<file path="src/rtl/sram_arbiter.sv">
// sram_arbiter: shares one asynchronous 48-bit SRAM between a CPU (low 32-bit
// lane), a video writer (high 16-bit lane) and a video scan-out reader.
// Even cycles are access slots for the granted requester; odd cycles are
// scan slots that always read vram_scan_addr. Lane writes are done as
// read-modify-write so the other lane of the word is preserved.
module sram_arbiter #(
   parameter int ADDR_W = 20,
   parameter int DATA_W = 48
) (
   input  logic              clk_50mhz,
   input  logic              rst,
   // CPU port (32-bit lane, bits 31:0)
   input  logic              r_stb,
   input  logic              r_we,
   input  logic [ADDR_W-1:0] r_addr,
   input  logic [31:0]       r_din,
   output logic [31:0]       r_dout,
   output logic              r_ack,
   // video writer port (16-bit lane, bits 47:32)
   input  logic              v_stb,
   input  logic              v_we,
   input  logic [ADDR_W-1:0] v_addr,
   input  logic [15:0]       v_din,
   output logic [15:0]       v_dout,
   output logic              v_ack,
   // scan-out read port
   input  logic [ADDR_W-1:0] vram_scan_addr,
   output logic [15:0]       vram_scan_data,
   // SRAM pins; the top level builds the inout bus from DQ_O/DQ_OE/DQ_I
   output logic [ADDR_W-1:0] SRAM_ADDR,
   output logic              SRAM_CE,
   output logic              SRAM_OEN,
   output logic              SRAM_WEN,
   output logic [DATA_W-1:0] SRAM_DQ_O,
   output logic              SRAM_DQ_OE,
   input  logic [DATA_W-1:0] SRAM_DQ_I
);

   typedef enum logic [2:0] {IDLE, RD, WAIT, WR, ACK} state_t;

   localparam logic ID_CPU = 1'b0;
   localparam logic ID_VID = 1'b1;

   state_t            r_state;
   state_t            w_state_next;
   logic              r_phase;        // 1 = scan slot, 0 = access slot
   logic              r_last_grant;   // requester served most recently
   logic              r_id;           // requester owning the current access
   logic              r_we_lat;
   logic [ADDR_W-1:0] r_addr_lat;
   logic [31:0]       r_wdata_lat;    // video data sits in the low 16 bits
   logic [DATA_W-1:0] r_rd_buf;
   logic [15:0]       r_scan_data;
   logic              r_cpu_ack;
   logic              r_vid_ack;

   logic              w_cpu_req;
   logic              w_vid_req;
   logic              w_grant_vid;
   logic              w_grant;
   logic [DATA_W-1:0] w_wdata;

   // Round-robin arbitration; a requester being acked this cycle is ignored
   always_comb begin
      w_cpu_req   = r_stb & ~r_cpu_ack;
      w_vid_req   = v_stb & ~r_vid_ack;
      w_grant_vid = w_vid_req & (~w_cpu_req | (r_last_grant == ID_CPU));
      w_grant     = r_phase & (r_state == IDLE) & (w_cpu_req | w_vid_req);
   end

   // Merge the requester's lane into the word fetched during RD
   assign w_wdata = (r_id == ID_CPU) ? {r_rd_buf[47:32], r_wdata_lat}
                                     : {r_wdata_lat[15:0], r_rd_buf[31:0]};

   assign SRAM_CE        = 1'b0;
   assign SRAM_DQ_O      = w_wdata;
   assign r_ack          = r_cpu_ack;
   assign v_ack          = r_vid_ack;
   assign r_dout         = r_rd_buf[31:0];
   assign v_dout         = r_rd_buf[47:32];
   assign vram_scan_data = r_scan_data;

   // FSM state register
   always_ff @(posedge clk_50mhz) begin
      if (rst) begin
         r_state <= IDLE;
      end else begin
         r_state <= w_state_next;
      end
   end

   // FSM next state and SRAM control decode (scan slots override access)
   always_comb begin
      w_state_next = r_state;
      SRAM_ADDR    = r_addr_lat;
      SRAM_OEN     = 1'b1;
      SRAM_WEN     = 1'b1;
      SRAM_DQ_OE   = 1'b0;
      case (r_state)
         IDLE:    if (w_grant) w_state_next = RD;
         RD:      w_state_next = r_we_lat ? WAIT : ACK;
         WAIT:    w_state_next = WR;
         WR:      w_state_next = ACK;
         ACK:     w_state_next = IDLE;
         default: w_state_next = IDLE;
      endcase
      if (r_phase) begin
         SRAM_ADDR = vram_scan_addr;
         SRAM_OEN  = 1'b0;
      end else if (r_state == RD) begin
         SRAM_OEN = 1'b0;
      end else if (r_state == WR) begin
         SRAM_WEN   = 1'b0;
         SRAM_DQ_OE = 1'b1;
      end
   end

   // Slot phase, request latching, read capture and one-cycle acks
   always_ff @(posedge clk_50mhz) begin
      if (rst) begin
         r_phase      <= 1'b0;
         r_last_grant <= ID_VID;
         r_id         <= ID_CPU;
         r_we_lat     <= 1'b0;
         r_addr_lat   <= '0;
         r_wdata_lat  <= '0;
         r_rd_buf     <= '0;
         r_scan_data  <= '0;
         r_cpu_ack    <= 1'b0;
         r_vid_ack    <= 1'b0;
      end else begin
         r_phase <= ~r_phase;
         if (r_phase) begin
            r_scan_data <= SRAM_DQ_I[47:32];
         end
         if (r_state == RD) begin
            r_rd_buf <= SRAM_DQ_I;
         end
         if (w_grant) begin
            r_id         <= w_grant_vid;
            r_last_grant <= w_grant_vid;
            r_addr_lat   <= w_grant_vid ? v_addr : r_addr;
            r_wdata_lat  <= w_grant_vid ? {16'd0, v_din} : r_din;
            r_we_lat     <= w_grant_vid ? v_we : r_we;
         end
         // ACK is only ever entered for a single cycle
         r_cpu_ack <= (w_state_next == ACK) && (r_id == ID_CPU);
         r_vid_ack <= (w_state_next == ACK) && (r_id == ID_VID);
      end
   end

endmodule

</file>
<file path="config.mk">
export PLATFORM = sky130hd
export DESIGN_NAME = sram_arbiter
export DESIGN_NICKNAME = d
export VERILOG_FILES = /design/src/rtl/sram_arbiter.sv
export SDC_FILE = /design/constraint.sdc
export NUM_CORES = 1
export LEC_CHECK = 0
export ABC_AREA = 0
export ABC_CLOCK_PERIOD_IN_PS = 1670
export BUFFER_PORTS_ARGS = -buffer_cell sky130_fd_sc_hd__buf_4
export CAP_MARGIN = 20
export CELL_PAD_IN_SITES_DETAIL_PLACEMENT = 0
export CELL_PAD_IN_SITES_GLOBAL_PLACEMENT = 2
export CORE_MARGIN = 1.5
export CORE_UTILIZATION = 22
export DETAILED_ROUTE_END_ITERATION = 16
export GPL_TIMING_DRIVEN = 0
export PLACE_DENSITY_LB_ADDON = 0.05
export SYNTH_ARGS = -nofsm -noshare
export SYNTH_HDL_FRONTEND = slang
export SYNTH_SLANG_ARGS = --single-unit
</file>
<file path="constraint.sdc">
create_clock -name clk_50mhz -period 1.67 [get_ports clk_50mhz]
set_input_delay 0.0835 -clock clk_50mhz [delete_from_list [all_inputs] [get_ports clk_50mhz]]
set_output_delay 0.0835 -clock clk_50mhz [all_outputs]
set_load 0.1 [all_outputs]
</file>
=== Word level (Yosys, flattened, before mapping) ===
Cells that the tools add are included.
Widths: inputs -> output; s select.

* Memory bits (writable): 0
* Logic and storage cells: 47
* Output and inout bits: 138
* Memories: 0
* Bits in read-only memories: 0
* Register bits after elaboration: 125
* Latch bits: 0

* Bitwise gates (word level): 13
* Multipliers: 0
* Reductions and logical operators: 3
* Order comparisons: 0
* Add/sub/neg operators: 0
* Shifts and indexed selects: 0
* Div/mod/pow operators: 0
* Multiplexer cells: 16
* Eq/ne operators: 4

{| class="wikitable"
|+ Operators with widths
! operator !! number
|-
| $mux 48 || 1
|-
| $mux 20 || 2
|-
| $mux 32 || 1
|-
| $pmux 3 s4 || 1
|-
| $mux 1 || 9
|-
| $eq 3x2->1 const B || 2
|-
| $mux 3 || 2
|-
| $not 1->1 || 6
|-
| $and 1x1->1 || 5
|-
| $eq 3x1->1 const B || 1
|-
| $eq 3x3->1 const B || 1
|-
| $logic_not 3->1 || 1
|-
| $logic_and 1x1->1 || 2
|-
| $or 1x1->1 || 2
|}

=== Logic depth before layout (Yosys ltp) ===
* Word-level depth: 8
* Mapped depth: 7
* Gate-level depth less buffers: 4

=== Least setup slack after synthesis ===
No wires, ideal clock.

* Path kind: register to output
* Start: register r_phase
* End: output port SRAM_ADDR[0]
* Cell stages (with the launch flop): 5
* Arrival: 2.937 ns
* Required time: 1.586 ns
* Path slack: -1.350 ns
* Path through: dfxtp_1 buf_2 buf_2 clkbuf_1 o21ai_0

* Longest elaborated chain between the ends: 1

{| class="wikitable"
|+ RTL lines
! element !! RTL line !! text
|-
| from (decl) || 46 || <nowiki>logic r_phase;</nowiki>
|-
| from (signal assigned) || 132 || <nowiki>r_phase <= ~r_phase;</nowiki>
|-
| $mux 20 || 107 || <nowiki>if (r_phase) begin</nowiki>
|-
| to (decl) || 30 || <nowiki>output logic [ADDR_W-1:0] SRAM_ADDR,</nowiki>
|}

Every way passes these cells.

=== Worst setup path in the final report ===
* Start: register r_id
* End: output port SRAM_DQ_O[39]

* Longest elaborated chain between the ends: 1

{| class="wikitable"
|+ RTL lines
! element !! RTL line !! text
|-
| from (decl) || 48 || <nowiki>logic r_id;</nowiki>
|-
| from (signal assigned) || 140 || <nowiki>r_id <= w_grant_vid;</nowiki>
|-
| $mux 48 || 72 || <nowiki>assign w_wdata = (r_id == ID_CPU) ? {r_rd_buf[47:32], r_wdata_lat}</nowiki>
|-
| to (decl) || 34 || <nowiki>output logic [DATA_W-1:0] SRAM_DQ_O,</nowiki>
|}

Every way passes these cells.

==> results.md <==
* Hold slack final at 6.37 ps
* Ratio of cells with drive above 1 in the final layout at 0.514
* Overall via count from detail_route at approximately 6100
* Data arrival time at the worst-slack endpoint at 1610 ps
* Synth-to-Final Area Change at 106%
* Commonest cells in the netlist: nand2_1, dfxtp_1, a21oi_1, inv_1, o21ai_0
* Violated checks: setup timing
* Category of the most critical setup path: register to output pin
* Number of max-slew violations in the final report at 0
* Final setup slack of the worst path at -19.6 ps
* Count of unique library cells instantiated by Yosys at 34
* Final setup violation count at 11
* Slew of the pin with the lowest slew margin at 803 ps
* Cell with the most instances after synthesis: nand2_1
* DPL Wire Length at approximately 18000 um
* Kind of start point of the critical path: register
* Maximum clock frequency at about 0.6 GHz
* Required arrival time at the worst endpoint at about 1600 ps
* Period utilization at 1.01
* Total iterations of the first detailed-routing run at 6
* Dominant cells by area after synthesis: dfxtp_1, nand2_1, mux2_2, a21oi_1, a211oi_2
* Worst slew slack as a fraction of its limit at 0.464
* Slowest Stage Delay on Critical Path at 370 ps
* Buffers from clock root to sink, at most at 2
* Sequential-to-total area share from yosys stat at 0.448
* Max cap viols at 0
* DR DRC count at 0
* Setup tns final at -125 ps
* Final Hold Fails at 0
* Number of diodes added for antenna fixing at 0
* Clock latency on the worst-skew pair at between 400 and 500 ps
* Standard cell with the maximum stage delay on the critical path: dfxtp_4
* Number of synthesized register bits at between 100 and 150
* Global-route wire length before repair at approximately 35000 um
* Final design instance area without fill at roughly 0.011 mm2
* Initial drt markers at around 190
* Number of nets in the layout at between 1000 and 1500
* Shortest clock period the worst path allows after layout at around 1700 ps
* DIE WIDTH at approximately 160 um
* Max VDD drop at 449 uV
* Synth Warn # at 0
* Pin count of the biggest net entering global routing at 17
* Synthesized netlist cell count at 648
* Number of synthesized flops with an enable pin at 0
* Initial cell density of the core at 0.223
* Library cell with the largest summed area after synthesis: dfxtp_1
* Total nets after synthesis at ~800
* Setup repair after global routing missed its margin: yes
* Prevailing post-synth register cell: dfxtp_1
* DP Area at ~0.0084 mm2
* Cell area after synthesis at about 0.0056 mm2
* Power density cells at a little under 1000 mW/mm2
* Total routing resource utilization after global routing at 0.177
* Series of cell instances along the critical path: clkbuf_16, clkbuf_16, mux2_4, buf_12
* H-tree depth at 4
* Clock skew at about 8.7 ps
* Top-area cell type share of the netlist area at 0.448
* Number of top-level pins at 300
* Vias in the first global route at between 6000 and 7000
* ANT nets after route at 0
* Chip Height at approximately 160 um
* Detailed-route wire length at approximately 24000 um
* Clock buffer count from CTS at 17
* Top fanout value on the critical path at 8
* Number of fill cells at 2470
* Via density per instance at about 4.3
* Final Wtd Congestion at approximately 0.81
* CTS tree: yes
* Fraction of registers with async set or reset after synthesis at 0
* Crit-path most repeated cell: clkbuf_16
* Class of the tightest hold or removal check: input port to register
* Die Outline Area at about 0.026 mm2
* Row cnt at between 50 and 60
* I/O Buffers at roughly 300
* Wire length per cell at ~17 um
* Run status: finished, violations left
* Static leakage at between 4 and 5 nW
* Total clock sinks at 125
* Grt ovf at 0
* Master cell of the clock root buffer: clkbuf_16
* Average cell area after synthesis at roughly 8.6 um2
* Initial antenna violation count at 0
* Nature of the critical path endpoint: output pin
* Clock-pin slew of the registers on the worst-case setup and hold paths at around 60 ps
* Floorplan Core Area at approximately 0.025 mm2
## layout by cell type, fill, tap and decap left out, drive strengths merged, types with 2 or more instances in the layout
| master | n |
|---|---|
| buf | 334 |
| nand2 | 163 |
| dfxtp | 125 |
| dlygate4sd3 | 88 |
| a21oi | 67 |
| clkbuf | 51 |
| inv | 44 |
| o21ai | 37 |
| a211oi | 35 |
| o22ai | 35 |
| mux2 | 32 |
| nor2 | 23 |
| mux2i | 17 |
| bufinv | 5 |
| clkinv | 5 |
| nor2b | 2 |
| o221a | 2 |
| nand2b | 2 |
| or3b | 2 |
## kinds of logic (layout without fill, tap and decap cells)
logic type	count (synthesis)	in the layout	synth area share
other cells	1	1	0.000672
flops	125	125	0.448
simple gates	198	198	0.143
compound gates	180	180	0.236
buf+inv	95	528	0.0773
mux	49	49	0.0950
## metal layers
metal | wire length [um] | GRT usage | up-vias
li1 | - | - | 3036
met3 | 1240 | 0.0424 | 12
met2 | 11700 | 0.298 | 170
met4 | 197 | 0.0375 | 0
met5 | 0 | 0 | -
met1 | 10900 | 0.229 | 2906
## state kept, by name, summed over array words and instances (netlist names)
signal / cells
r_addr_lat: 20
r_id: 1
vram_scan_data: 16
r_wdata_lat: 32
r_ack: 1
r_phase: 1
r_rd_buf: 48
r_state: 3
r_we_lat: 1
r_last_grant: 1
v_ack: 1
## cell type report
class / instances / area (um2) / area share
well taps: 330 / 413 / 0.0359
multi-input cells: 428 / 3210 / 0.279
flip-flops and latches: 125 / 2550 / 0.222
inverters: 41 / 158 / 0.0137
plain buffers: 54 / 515 / 0.0449
repair buffers: 401 / 3980 / 0.346
clock inverters: 14 / 234 / 0.0204
clock buffers: 18 / 429 / 0.0374
## report_power, final
part,switching [mW],total [mW],internal (mW)
clock network,1.50,4.19,2.69
logic,2.50,3.93,1.42
registers,0.109,3.28,3.17
total,4.11,11.4,7.29
## worst paths after layout
path | from | end | slack [ps] | depth (start not counted)
max | r_id$_SDFFE_PP0P_ | SRAM_DQ_O[39] | -20 | 4
min | v_din[2] | r_wdata_lat[2]$_SDFFE_PP0P_ | 6 | 3
max reg2reg | r_phase$_SDFF_PP0_ | r_wdata_lat[8]$_SDFFE_PP0P_ | 10 | 8
min reg2reg | r_wdata_lat[29]$_SDFFE_PP0P_ | r_wdata_lat[29]$_SDFFE_PP0P_ | 450 | 2
## stage by stage
step / util / total power, mW / std cells / worst slack (ps)
detailed placement: 0.336 / 6.53 / 1275 / -651
global placement: 0.336 / 6.51 / 1275 / -632
finish: 0.459 / 11.4 / 1411 / -19.6
floorplan: - / 5.61 / 648 / -512
CTS: 0.435 / 11.3 / 1401 / -79.6
global route: 0.459 / 11.8 / 1411 / -74.6
## critical path: cells and delay by family (launching register included)
kind / cells / cell delay, ps
flip-flops: 1 / 370
buffers and inverters: 3 / 510
multiplexers: 1 / 320
## repair_timing
| item | in CTS | in global routing |
|---|---|---|
| setup endpoints to repair | 138 | 101 |
| buffers inserted | 11 | 2 |
| hold buffers | 81 | 7 |
| hold endpoints to repair | 95 | 7 |
| pin swaps | 8 | 6 |
| resized for setup | 214 | 101 |
| gates cloned | 2 | 1 |
Power figures use the tool's default switching activity.
